[src/rtl/qbus_slave_ctl.sv]
// QBUS slave-cycle sequencer: synchronizes SYNC/DIN/DOUT, latches the address,
// turns DATI/DATO(B)/DATIO(B) into internal-bus reads and iWRITE pulses, and generates RPLY.
module qbus_slave_ctl #(
  parameter int RPLY_DELAY = 2
) (
  input  logic        clk,
  input  logic        reset_n,
  input  logic [15:0] bDAL_in,
  input  logic        bBS7,
  input  logic        bSYNC,
  input  logic        bDIN,
  input  logic        bDOUT,
  input  logic        bWTBT,
  output logic [15:0] bDAL_out,
  output logic        bDAL_oe,
  output logic        bRPLY,
  output logic [12:0] iADDR,
  output logic        iBS7,
  input  logic        iREAD_MATCH,
  input  logic        iWRITE_MATCH,
  output logic [15:0] iWDATA,
  output logic        iWRITE,
  input  logic [15:0] iRDATA
);

  typedef enum logic [2:0] {IDLE, ADDR, RD, WR, HOLD_IN, HOLD_OUT} state_t;

  localparam logic [3:0] LAST_CNT = 4'(RPLY_DELAY - 1);

  logic [1:0]  syncPipe, dinPipe, doutPipe;
  logic        syncHist;
  logic        sSYNC, sDIN, sDOUT;

  state_t      state, stateNxt;
  logic [12:0] addr, addrNxt;
  logic        bs7, bs7Nxt;
  logic [15:0] wdata, wdataNxt;
  logic        wtbt, wtbtNxt;
  logic [15:0] dalOut, dalOutNxt;
  logic        oe, oeNxt;
  logic        rply, rplyNxt;
  logic [3:0]  cnt, cntNxt;

  // SYNC stages reset to 1 along with the history flop: a SYNC still high at
  // reset release then never looks like a fresh rising edge.
  always_ff @(posedge clk or negedge reset_n) begin
    if (!reset_n) begin
      syncPipe <= 2'b11;
      dinPipe  <= 2'b00;
      doutPipe <= 2'b00;
      syncHist <= 1'b1;
    end else begin
      syncPipe <= {syncPipe[0], bSYNC};
      dinPipe  <= {dinPipe[0], bDIN};
      doutPipe <= {doutPipe[0], bDOUT};
      syncHist <= sSYNC;
    end
  end

  assign sSYNC = syncPipe[1];
  assign sDIN  = dinPipe[1];
  assign sDOUT = doutPipe[1];

  always_ff @(posedge clk or negedge reset_n) begin
    if (!reset_n) begin
      state  <= IDLE;
      addr   <= '0;
      bs7    <= 1'b0;
      wdata  <= '0;
      wtbt   <= 1'b0;
      dalOut <= '0;
      oe     <= 1'b0;
      rply   <= 1'b0;
      cnt    <= '0;
    end else begin
      state  <= stateNxt;
      addr   <= addrNxt;
      bs7    <= bs7Nxt;
      wdata  <= wdataNxt;
      wtbt   <= wtbtNxt;
      dalOut <= dalOutNxt;
      oe     <= oeNxt;
      rply   <= rplyNxt;
      cnt    <= cntNxt;
    end
  end

  always_comb begin
    stateNxt  = state;
    addrNxt   = addr;
    bs7Nxt    = bs7;
    wdataNxt  = wdata;
    wtbtNxt   = wtbt;
    dalOutNxt = dalOut;
    oeNxt     = oe;
    rplyNxt   = rply;
    cntNxt    = cnt;
    case (state)
      IDLE: begin
        if (sSYNC && !syncHist) begin
          addrNxt  = bDAL_in[12:0];
          bs7Nxt   = bBS7;
          stateNxt = ADDR;
        end
      end
      ADDR: begin
        // DIN has priority, so DIN+DOUT together never produces a write.
        if (sDIN) begin
          if (iREAD_MATCH) begin
            dalOutNxt = iRDATA;
            oeNxt     = 1'b1;
            cntNxt    = '0;
            stateNxt  = RD;
          end
        end else if (sDOUT && iWRITE_MATCH) begin
          wdataNxt = bDAL_in;
          wtbtNxt  = bWTBT;
          stateNxt = WR;
        end
      end
      RD: begin
        if (cnt == LAST_CNT) begin
          rplyNxt  = 1'b1;
          stateNxt = HOLD_IN;
        end else begin
          cntNxt = cnt + 4'd1;
        end
      end
      WR: begin
        rplyNxt  = 1'b1;
        stateNxt = HOLD_OUT;
      end
      HOLD_IN: begin
        if (!sDIN) begin
          rplyNxt  = 1'b0;
          oeNxt    = 1'b0;
          stateNxt = ADDR;
        end
      end
      HOLD_OUT: begin
        if (!sDOUT) begin
          rplyNxt  = 1'b0;
          stateNxt = ADDR;
        end
      end
      default: stateNxt = IDLE;
    endcase
    if (state != IDLE && !sSYNC) begin
      stateNxt = IDLE;
      rplyNxt  = 1'b0;
      oeNxt    = 1'b0;
    end
  end

  // Byte writes merge the untouched half from the block's current contents.
  always_comb begin
    iWDATA = wdata;
    if (wtbt) begin
      if (addr[0]) iWDATA = {wdata[15:8], iRDATA[7:0]};
      else         iWDATA = {iRDATA[15:8], wdata[7:0]};
    end
  end

  assign iWRITE   = (state == WR);
  assign iBS7     = (state != IDLE) && bs7;
  assign iADDR    = {addr[12:1], 1'b0};
  assign bDAL_out = dalOut;
  assign bDAL_oe  = oe;
  assign bRPLY    = rply;

endmodule
[config.mk]
export PLATFORM = sky130hd
export DESIGN_NAME = qbus_slave_ctl
export DESIGN_NICKNAME = d
export VERILOG_FILES = /design/src/rtl/qbus_slave_ctl.sv
export SDC_FILE = /design/constraint.sdc
export NUM_CORES = 1
export LEC_CHECK = 0
export CORE_AREA = 2 2 87 89
export DETAILED_ROUTE_END_ITERATION = 10
export DIE_AREA = 0 0 89 91
export PLACE_DENSITY = 0.74
export RECOVER_POWER = 25
export SYNTH_ARGS = -nofsm -noshare
export SYNTH_HDL_FRONTEND = slang
export SYNTH_SLANG_ARGS = --single-unit
[constraint.sdc]
create_clock -name clk -period 1.9 [get_ports clk]
set_clock_uncertainty 0.15 [all_clocks]
set_input_delay 0.38 -clock clk [delete_from_list [all_inputs] [get_ports clk]]
set_output_delay 0.38 -clock clk [all_outputs]
set_load 0.1 [all_outputs]
==> results of run 1 <==
## logic make-up after synthesis
group	after synthesis	share of synthesized area (%)
flip-flops	63	54.0
other	1	0.128
AND/OR/NAND/NOR	33	7.82
AO/OA/AOI/OAI	16	3.97
buffers and inverters	26	6.24
adder cells (fa/ha/maj)	2	0.854
multiplexers	66	26.4
XOR/XNOR	2	0.598
## state kept, by name, summed over array words and instances (netlist names), 2 cells and up
register / flops
dinPipe: 2
syncPipe: 2
doutPipe: 2
bDAL_out: 16
state: 3
cnt: 4
addr: 13
wdata: 16
## cells in the mapped netlist, types with 2 or more instances
cell and instances:
dfrtp_1 60, mux2_2 42, buf_4 14, mux2_1 13
mux2_4 9, nand2_1 6, a21oi_1 5, buf_6 4
inv_1 4, nand3_1 4, dfstp_2 3, nand2b_1 3
o21ai_0 3, and3_2 2, buf_2 2, clkbuf_1 2
ha_1 2, mux2i_1 2, nand4_1 2, nor2_1 2
nor2b_1 2, nor3b_1 2, xor2_1 2
## worst max-delay path: stages (launching register included)
cell	delay, ps
dfrtp_1	430
nand2_2	110
buf_12	140
mux2_4	330
buf_12	170
## metrics by stage
step	utilization (%)	hold slack [ps]	worst slack, ps	setup TNS, ps
3_5_place_dp	62.3	189	-19.9	-31.4
5_1_grt	68.9	207	-207	-3260
2_1_floorplan	-	-65.6	59.4	0
4_1_cts	66.9	205	-157	-2160
6_report	68.9	204	-147	-1930
3_3_place_gp	62.3	186	12.8	0
## repair_timing
action,CTS,global route
hold buffers,1,0
gates cloned,0,2
endpoints found under the setup margin,18,43
setup buffers,5,3
pin swaps,2,3
resized for setup,26,23
endpoints found under the hold margin,60,0
## metal layers
layer,vias up,wire length [um]
li1,940,-
met1,1033,3100
met2,67,3370
met3,7,349
met4,0,90
met5,-,0
## final cells by class
class                   instances  area share (%)
clock buffers                   9            2.52
clock inverters                 7            1.50
inverters                       4           0.305
multi-input cells             120            27.0
flip-flops and latches         63            32.2
well taps                      99            2.52
repair buffers                117            34.0
## path summary, 6_finish.rpt
path	start	end	depth (start not counted)	slack [ps]
min	doutPipe[0]	doutPipe[1]	0	200
min reg2reg	doutPipe[0]	doutPipe[1]	0	200
max	wtbt	iWDATA[1]	4	-150
max in group asynchronous	reset_n	state[0]	3	380
min in group asynchronous	reset_n	dinPipe[1]	3	640
max reg2reg	state[2]	wtbt	5	-10
==> flow_summary.yaml, run 1 <==
timing:
  postLayoutSetupSlackWorst_ps: -147
  max_slew.worst_pin.slew_ps: 822
  grt_setup_unrepaired: "true"
  fin_crit_sh_pct: 108
  finalSetupViolations: 18
  fin_crit_ps: 2050
  max_slew_margin_pct: 45.2
  hold_viol_final: 0
  slew_violations: 0
  max_freq_ghz: 0.489
worst_setup_path:
  cp-start-kind: "register"
  crit_fanout: 8
  critical_path_arrival_ps: 1520
  crit_required_ps: 1370
  end_kind: "primary output"
  criticalPathCategory: "reg2out"
clock_tree:
  clock_latency_ps: 330
  cts_tree: "done"
  cts_root_buf: "clkbuf_8"
  clk_pin_slew_ps: 70
  htree_levels: 3
  numCtsBuffers: 9
  cts_sinks: 63
  clock_path_buffers: 2
cells_and_area:
  stdcell_count: 419
  regArea_um2: 1580
  syn_to_final_growth_pct: 68.0
  final_area_um2: 4920
  final_nets: 358
  multi_input_area_um2: 1330
  drive_gt1_share_pct: 55.3
  diodes: 0
  mostFrequentLayoutCells: "dfrtp_1, buf_12, mux2_4"
  layout_commonest_cell: "dfrtp_1"
  nFillCells: 492
placement:
  port_buffers: 88
  placed_area_um2: 4450
  dpl.hpwl_um: 4550
  dp.cells: 393
  gp_congestion: 0.841
flow_run:
  max_cap_violations: 0
detailed_routing:
  viasPerCell: 4.89
  drt_wl_total_um: 6910
  drt_pass1_iterations: 4
  ant_nets: 0
  drtIter0Drc: 104
  routed-via-count: 2047
  routedWlPerCell_um: 16.5
  route.detailed.drc: 0
global_routing:
  grt_pass1_vias: 2184
  grt.overflow.total: 0
  grt_pass1_wl_um: 10800
  met1_usage_pct: 22.9
  use_met2_pct: 27.4
  grt_max_degree: 64
  grt-busiest-layer: "met2"
  met3_usage_pct: 5.09
  antenna_found_initial: 0
  grtUsageTotal_pct: 17.5
synth:
  synth_cell_type_count: 42
  ys.flop_type: "dfrtp_1"
  ys_top_cells_by_area: "dfrtp_1, mux2_2, mux2_1"
  async_flop_share_pct: 100
  synth_top_cell_area_share_pct: 51.3
  syn_area_per_cell_um2: 14.0
  syn-cell-area_um2: 2930
  ys_ff_latch: 63
  syn-num-nets: 252
  synth-edff-count: 0
  synthCells: 209
  ys.warnings.count: 0
  yosys.area.top_type: "dfrtp_1"
  ys_seq_area_share_pct: 54.0
die:
  fp.dieArea_um2: 8100
  dieWidth_um: 89
  rows: 31
  start_util_pct: 41.0
  die_height_um: 91
  ioPinCount: 90
  core-area_um2: 7140
outcome:
  violations: "negative setup slack"
  status: "finished with violations"
min_path:
  min-delay-path-class: "reg2reg"
Power of run 1 is not shown: default switching activity piles up to over one toggle a cycle in this logic, so the estimate is an artifact.
==> inputs of run 2 (changes only) <==
--- a/config.mk
+++ b/config.mk
@@ -5,10 +5,13 @@
 export SDC_FILE = /design/constraint.sdc
 export NUM_CORES = 1
 export LEC_CHECK = 0
-export CORE_AREA = 2 2 87 89
+export CELL_PAD_IN_SITES_DETAIL_PLACEMENT = 0
+export CELL_PAD_IN_SITES_GLOBAL_PLACEMENT = 1
+export CORE_AREA = 2 2 98 100
 export DETAILED_ROUTE_END_ITERATION = 10
-export DIE_AREA = 0 0 89 91
-export PLACE_DENSITY = 0.74
+export DIE_AREA = 0 0 100 102
+export GPL_TIMING_DRIVEN = 0
+export PLACE_DENSITY_LB_ADDON = 0.1
 export RECOVER_POWER = 25
 export SYNTH_ARGS = -nofsm -noshare
 export SYNTH_HDL_FRONTEND = slang
==> run 2 against run 1 <==
  * The run ends with max-capacitance violations, max-slew violations, negative setup slack left
  * Fmax fell by 0.77%
  * Wire length rose by 3.4%
  * Critical path depth did not move
  * Register-to-register slack improved by 30 ps
  * Die area rose by 26%
  * Final area fell by 6.9%
  * Setup slack got worse by 16 ps
  * Non-clock buffer count rose by 9
  * First-iteration DRC count fell by 50%
  * Critical endpoint is now iWDATA[0]
  * Highest routed layer unchanged
==> flow_summary.yaml, run 2 (synthesized netlist as in run 1, its figures left out) <==
outcome:
  status: "finished with violations"
  violations: "max-capacitance violations, max-slew violations, negative setup slack"
worst_setup_path:
  cp-start-kind: "register"
  critical_path_arrival_ps: 1530
  end_kind: "primary output"
  crit_required_ps: 1370
  criticalPathCategory: "reg2out"
  path_cells: "nand2_4 > buf_4 > mux2_4 > buf_12"
  crit_path_max_incr_delay_ps: 450
  critPathSlowestCell: "dfrtp_2"
  crit_fanout: 8
detailed_routing:
  drtIter0Drc: 52
  drt_pass1_iterations: 4
  routed-via-count: 2036
  route.detailed.drc: 0
  routedWlPerCell_um: 16.2
  viasPerCell: 4.63
  drt_wl_total_um: 7140
  ant_nets: 0
global_routing:
  grtUsageTotal_pct: 14.5
  grt.overflow.total: 0
  grt_max_degree: 64
  antenna_found_initial: 0
  grt_pass1_vias: 2137
  grt_pass1_wl_um: 11400
placement:
  dpl_worst_slack_ps: -911
  gp_congestion: 0.729
  dpl.hpwl_um: 4560
  port_buffers: 88
  dp.cells: 408
  placed_area_um2: 3950
timing:
  fin_crit_sh_pct: 109
  max_slew.worst_pin.slew_ps: 1600
  grt_setup_unrepaired: "true"
  slew_violations: 64
  max_slew_margin_pct: -6.87
  fin_crit_ps: 2060
  hold_slack_ps: 207
  postLayoutSetupSlackWorst_ps: -163
  finalSetupViolations: 16
  hold_viol_final: 0
  max_freq_ghz: 0.485
min_path:
  min-delay-path-class: "reg2reg"
cells_and_area:
  stdcell_count: 440
  diodes: 0
  drive_gt1_share_pct: 55.6
  final_area_um2: 4580
  layout_commonest_cell: "dfrtp_1"
  mostFrequentLayoutCells: "dfrtp_1, clkdlybuf4s50_1, mux2_4"
  final_nets: 367
  syn_to_final_growth_pct: 56.3
  nFillCells: 828
die:
  fp.dieArea_um2: 10200
  dieWidth_um: 100
  ioPinCount: 90
  start_util_pct: 32.2
  core-area_um2: 9110
  rows: 35
  die_height_um: 102
clock_tree:
  hold_buffers: 0
  cts_sinks: 63
  htree_levels: 3
  clock_path_buffers: 2
  cts_tree: "done"
  cts_root_buf: "clkbuf_8"
  clk_pin_slew_ps: 70
  clock_latency_ps: 330
  numCtsBuffers: 9
flow_run:
  max_cap_violations: 1
run 2: area by class of cell:
class	count	area [um2]	area share (%)
timing repair buffer	105	1160	25.4
inverter	4	17.5	0.383
sequential	63	1580	34.6
tap	111	139	3.03
multi-input combinational	120	1300	28.3
clock buffer	12	145	3.17
buffer	21	186	4.07
clock inverter	4	47.5	1.04
run 2: timing repair:
item	4_1_cts	5_1_grt
resized for setup	254	51
gates cloned	0	1
setup endpoints to repair	73	49
buffers inserted	8	8
pin swaps	1	4
run 2: worst paths after layout:
check	startpoint	to	slack, ps	cells after the start
max in group asynchronous	reset_n	wtbt	250	1
min reg2reg	doutPipe[0]	doutPipe[1]	210	0
max	wtbt	iWDATA[0]	-160	4
min	doutPipe[0]	doutPipe[1]	210	0
min in group asynchronous	reset_n	bDAL_oe	280	1
max reg2reg	state[2]	wdata[12]	20	6
run 2: layer usage:
metal	GRT usage [%]	routed length [um]	up-vias
li1	-	-	958
met1	20.4	3470	996
met2	20.6	3060	72
met3	6.02	528	10
met4	4.43	80	0
met5	0	0	-
run 2: metrics by stage:
step                      setup TNS (ps)  utilization, %
after global routing               -5020            50.3
after CTS                          -2360            48.5
final                              -2250            50.3
after global placement           -146690            43.4
after detailed placement          -23170            43.4
after floorplan                        0               -
run 2: critical path, delay by kind of cell (launching register included):
| family | cells | cell delay (ps) |
|---|---|---|
| muxes | 1 | 310 |
| and+or+nand+nor | 1 | 140 |
| buffers and inverters | 2 | 310 |
| DFF | 1 | 450 |
Power of run 2 is left out for the same reason.
==> inputs of run 3 (changes only) <==
--- a/config.mk
+++ b/config.mk
@@ -5,11 +5,12 @@
 export SDC_FILE = /design/constraint.sdc
 export NUM_CORES = 1
 export LEC_CHECK = 0
+export ABC_AREA = 1
 export CELL_PAD_IN_SITES_DETAIL_PLACEMENT = 0
 export CELL_PAD_IN_SITES_GLOBAL_PLACEMENT = 1
-export CORE_AREA = 2 2 98 100
+export CORE_AREA = 2 2 100 102
 export DETAILED_ROUTE_END_ITERATION = 10
-export DIE_AREA = 0 0 100 102
+export DIE_AREA = 0 0 102 104
 export GPL_TIMING_DRIVEN = 0
 export PLACE_DENSITY_LB_ADDON = 0.1
 export RECOVER_POWER = 25
==> run 3 against run 2 <==
  * The flow still finishes with violations (max-capacitance violations, max-slew violations, negative setup slack)
  * Setup slack got worse by 29 ps
  * Register-to-register slack better by 130 ps
  * Global-route usage is 0.89 points higher
  * Critical path depth rose by 2
  * Die area grew 4.0%
  * Via count rose by 23%
  * Flip-flop and latch count unchanged
  * Largest cell class unchanged
==> flow_summary.yaml, run 3 <==
outcome:
  status: "finished with violations"
  violations: "max-capacitance violations, max-slew violations, negative setup slack"
timing:
  finalSetupViolations: 12
  max_slew_margin_pct: -7.36
  max_freq_ghz: 0.478
  hold_viol_final: 0
  grt_setup_unrepaired: "true"
  fin_crit_ps: 2090
  slew_violations: 64
  postLayoutSetupSlackWorst_ps: -191
  max_slew.worst_pin.slew_ps: 1610
  fin_crit_sh_pct: 110
placement:
  dp.cells: 552
  dpl.hpwl_um: 5400
  port_buffers: 88
  gp_congestion: 0.833
die:
  ioPinCount: 90
  start_util_pct: 29.5
  die_height_um: 104
  dieWidth_um: 102
  rows: 36
  core-area_um2: 9550
  fp.dieArea_um2: 10600
worst_setup_path:
  r2r_slack_ps: 150
  critPathCapture: "iWDATA[8]"
  rr_endpoint: "bDAL_out[11]"
  crit_required_ps: 1370
  crit_fanout: 5
  r2r_start: "state[0]"
  cp-start-kind: "register"
  critical_path_arrival_ps: 1560
  rr_worst_depth: 6
  end_kind: "primary output"
  worstSetupStartpoint: "addr[0]"
  criticalPathCategory: "reg2out"
detailed_routing:
  drt_pass1_iterations: 4
  highest_layer: "met4"
  viasPerCell: 4.34
  drt_wl_total_um: 7650
  wl_met1_um: 3470
  route.detailed.drc: 0
  wl_met2_um: 3710
  drtIter0Drc: 80
  routedWlPerCell_um: 13.2
  met3WireLength_um: 372
  routed-via-count: 2510
  ant_nets: 0
synth:
  ys_seq_area_share_pct: 56.0
  yosys.area.top_type: "dfrtp_1"
  syn-num-nets: 374
  yosysMostFrequentCell: "nand2_1"
  synth_cell_type_count: 23
  async_flop_share_pct: 100
  syn-cell-area_um2: 2820
  synth-edff-count: 0
  yosys-top-cells-count: "nand2_1, o21ai_0, dfrtp_1"
  ys_top_cells_by_area: "dfrtp_1, nand2_1, o21ai_0"
  synthCells: 331
  ys.warnings.count: 0
  syn_area_per_cell_um2: 8.52
  ys.flop_type: "dfrtp_1"
  synth_top_cell_area_share_pct: 53.2
  ys_ff_latch: 63
clock_tree:
  clock_path_buffers: 2
  clk_pin_slew_ps: 70
  cts_sinks: 63
  cts_tree: "done"
  clock_latency_ps: 330
  htree_levels: 3
  cts_root_buf: "clkbuf_8"
  hold_buffers: 0
  numCtsBuffers: 9
cells_and_area:
  drive_gt1_share_pct: 31.0
  syn_to_final_growth_pct: 66.2
  layout_commonest_cell: "nand2_1"
  diodes: 0
  final_nets: 483
  stdcell_count: 578
  mostFrequentLayoutCells: "nand2_1, dfrtp_1, inv_1"
global_routing:
  grt.overflow.total: 0
  grt_max_degree: 64
  grt_pass1_wl_um: 12700
  grtUsageTotal_pct: 15.4
  antenna_found_initial: 0
  grt_pass1_vias: 2611
flow_run:
  max_cap_violations: 1
min_path:
  min-delay-path-class: "reg2reg"
==> run 3: kinds of logic (layout without fill, tap and decap cells) <==
kind of cell / count (synthesis) / in the layout / synth area share (%)
adders and majority gates: 2 / 2 / 0.887
DFF: 63 / 63 / 56.0
other: 1 / 1 / 0.133
and+or+nand+nor: 119 / 119 / 17.6
buffers and inverters: 71 / 185 / 11.9
AOI/OAI and AO/OA: 75 / 75 / 13.4
==> run 3: what timing repair did <==
action | CTS | global route
gates cloned | 2 | 0
setup buffers | 7 | 1
gates resized for setup | 268 | 34
endpoints found under the hold margin | 0 | 0
pin swaps | 1 | 4
endpoints found under the setup margin | 48 | 32
==> run 3: final cells by class <==
type / count / area, um2
Inverter: 48 / 185
Multi-Input combinational cell: 197 / 1170
Sequential cell: 63 / 1580
Fill cell: 918 / 4860
Timing Repair Buffer: 98 / 1170
Clock buffer: 13 / 169
Clock inverter: 3 / 40.0
Buffer: 23 / 199
Tap cell: 133 / 166
==> run 3: through the flow <==
step / setup TNS (ps) / util [%] / area (um2) / hold slack (ps) / setup WS [ps]
CTS: -1820 / 48.7 / 4650 / 20.4 / -202
detailed placement: -18770 / 42.6 / 4070 / 190 / -990
floorplan: -15.8 / - / 3020 / -65.6 / -15.8
global route: -2450 / 49.1 / 4690 / 216 / -264
finish: -1410 / 49.1 / 4690 / 212 / -191
global placement: -139750 / 42.6 / 4070 / 187 / -1960
==> run 3: worst min-delay path by stage <==
stage                           from          to  slack (ps)  cells past startpoint
final                     dinPipe[0]  dinPipe[1]         210                      0
after global routing      dinPipe[0]  dinPipe[1]         220                      0
after CTS                    reset_n    state[0]          20                      1
after detailed placement  dinPipe[0]  dinPipe[1]         190                      0
after global placement    dinPipe[0]  dinPipe[1]         190                      0
after floorplan              reset_n     addr[0]         -70                      0
==> run 3: routing by layer <==
layer	vias to the layer above	track usage (%)
li1	1245	-
met1	1195	20.2
met2	63	24.8
met3	7	3.16
met4	0	6.00
met5	-	0
==> run 3: worst max-delay path, stage by stage, from the launching register on <==
cell and delay [ps]:
dfrtp_1 420, buf_6 140, inv_6 50, nand2_8 60
clkbuf_16 170, o21ai_4 170, buf_12 190
Power of run 3 is left out for the same reason.
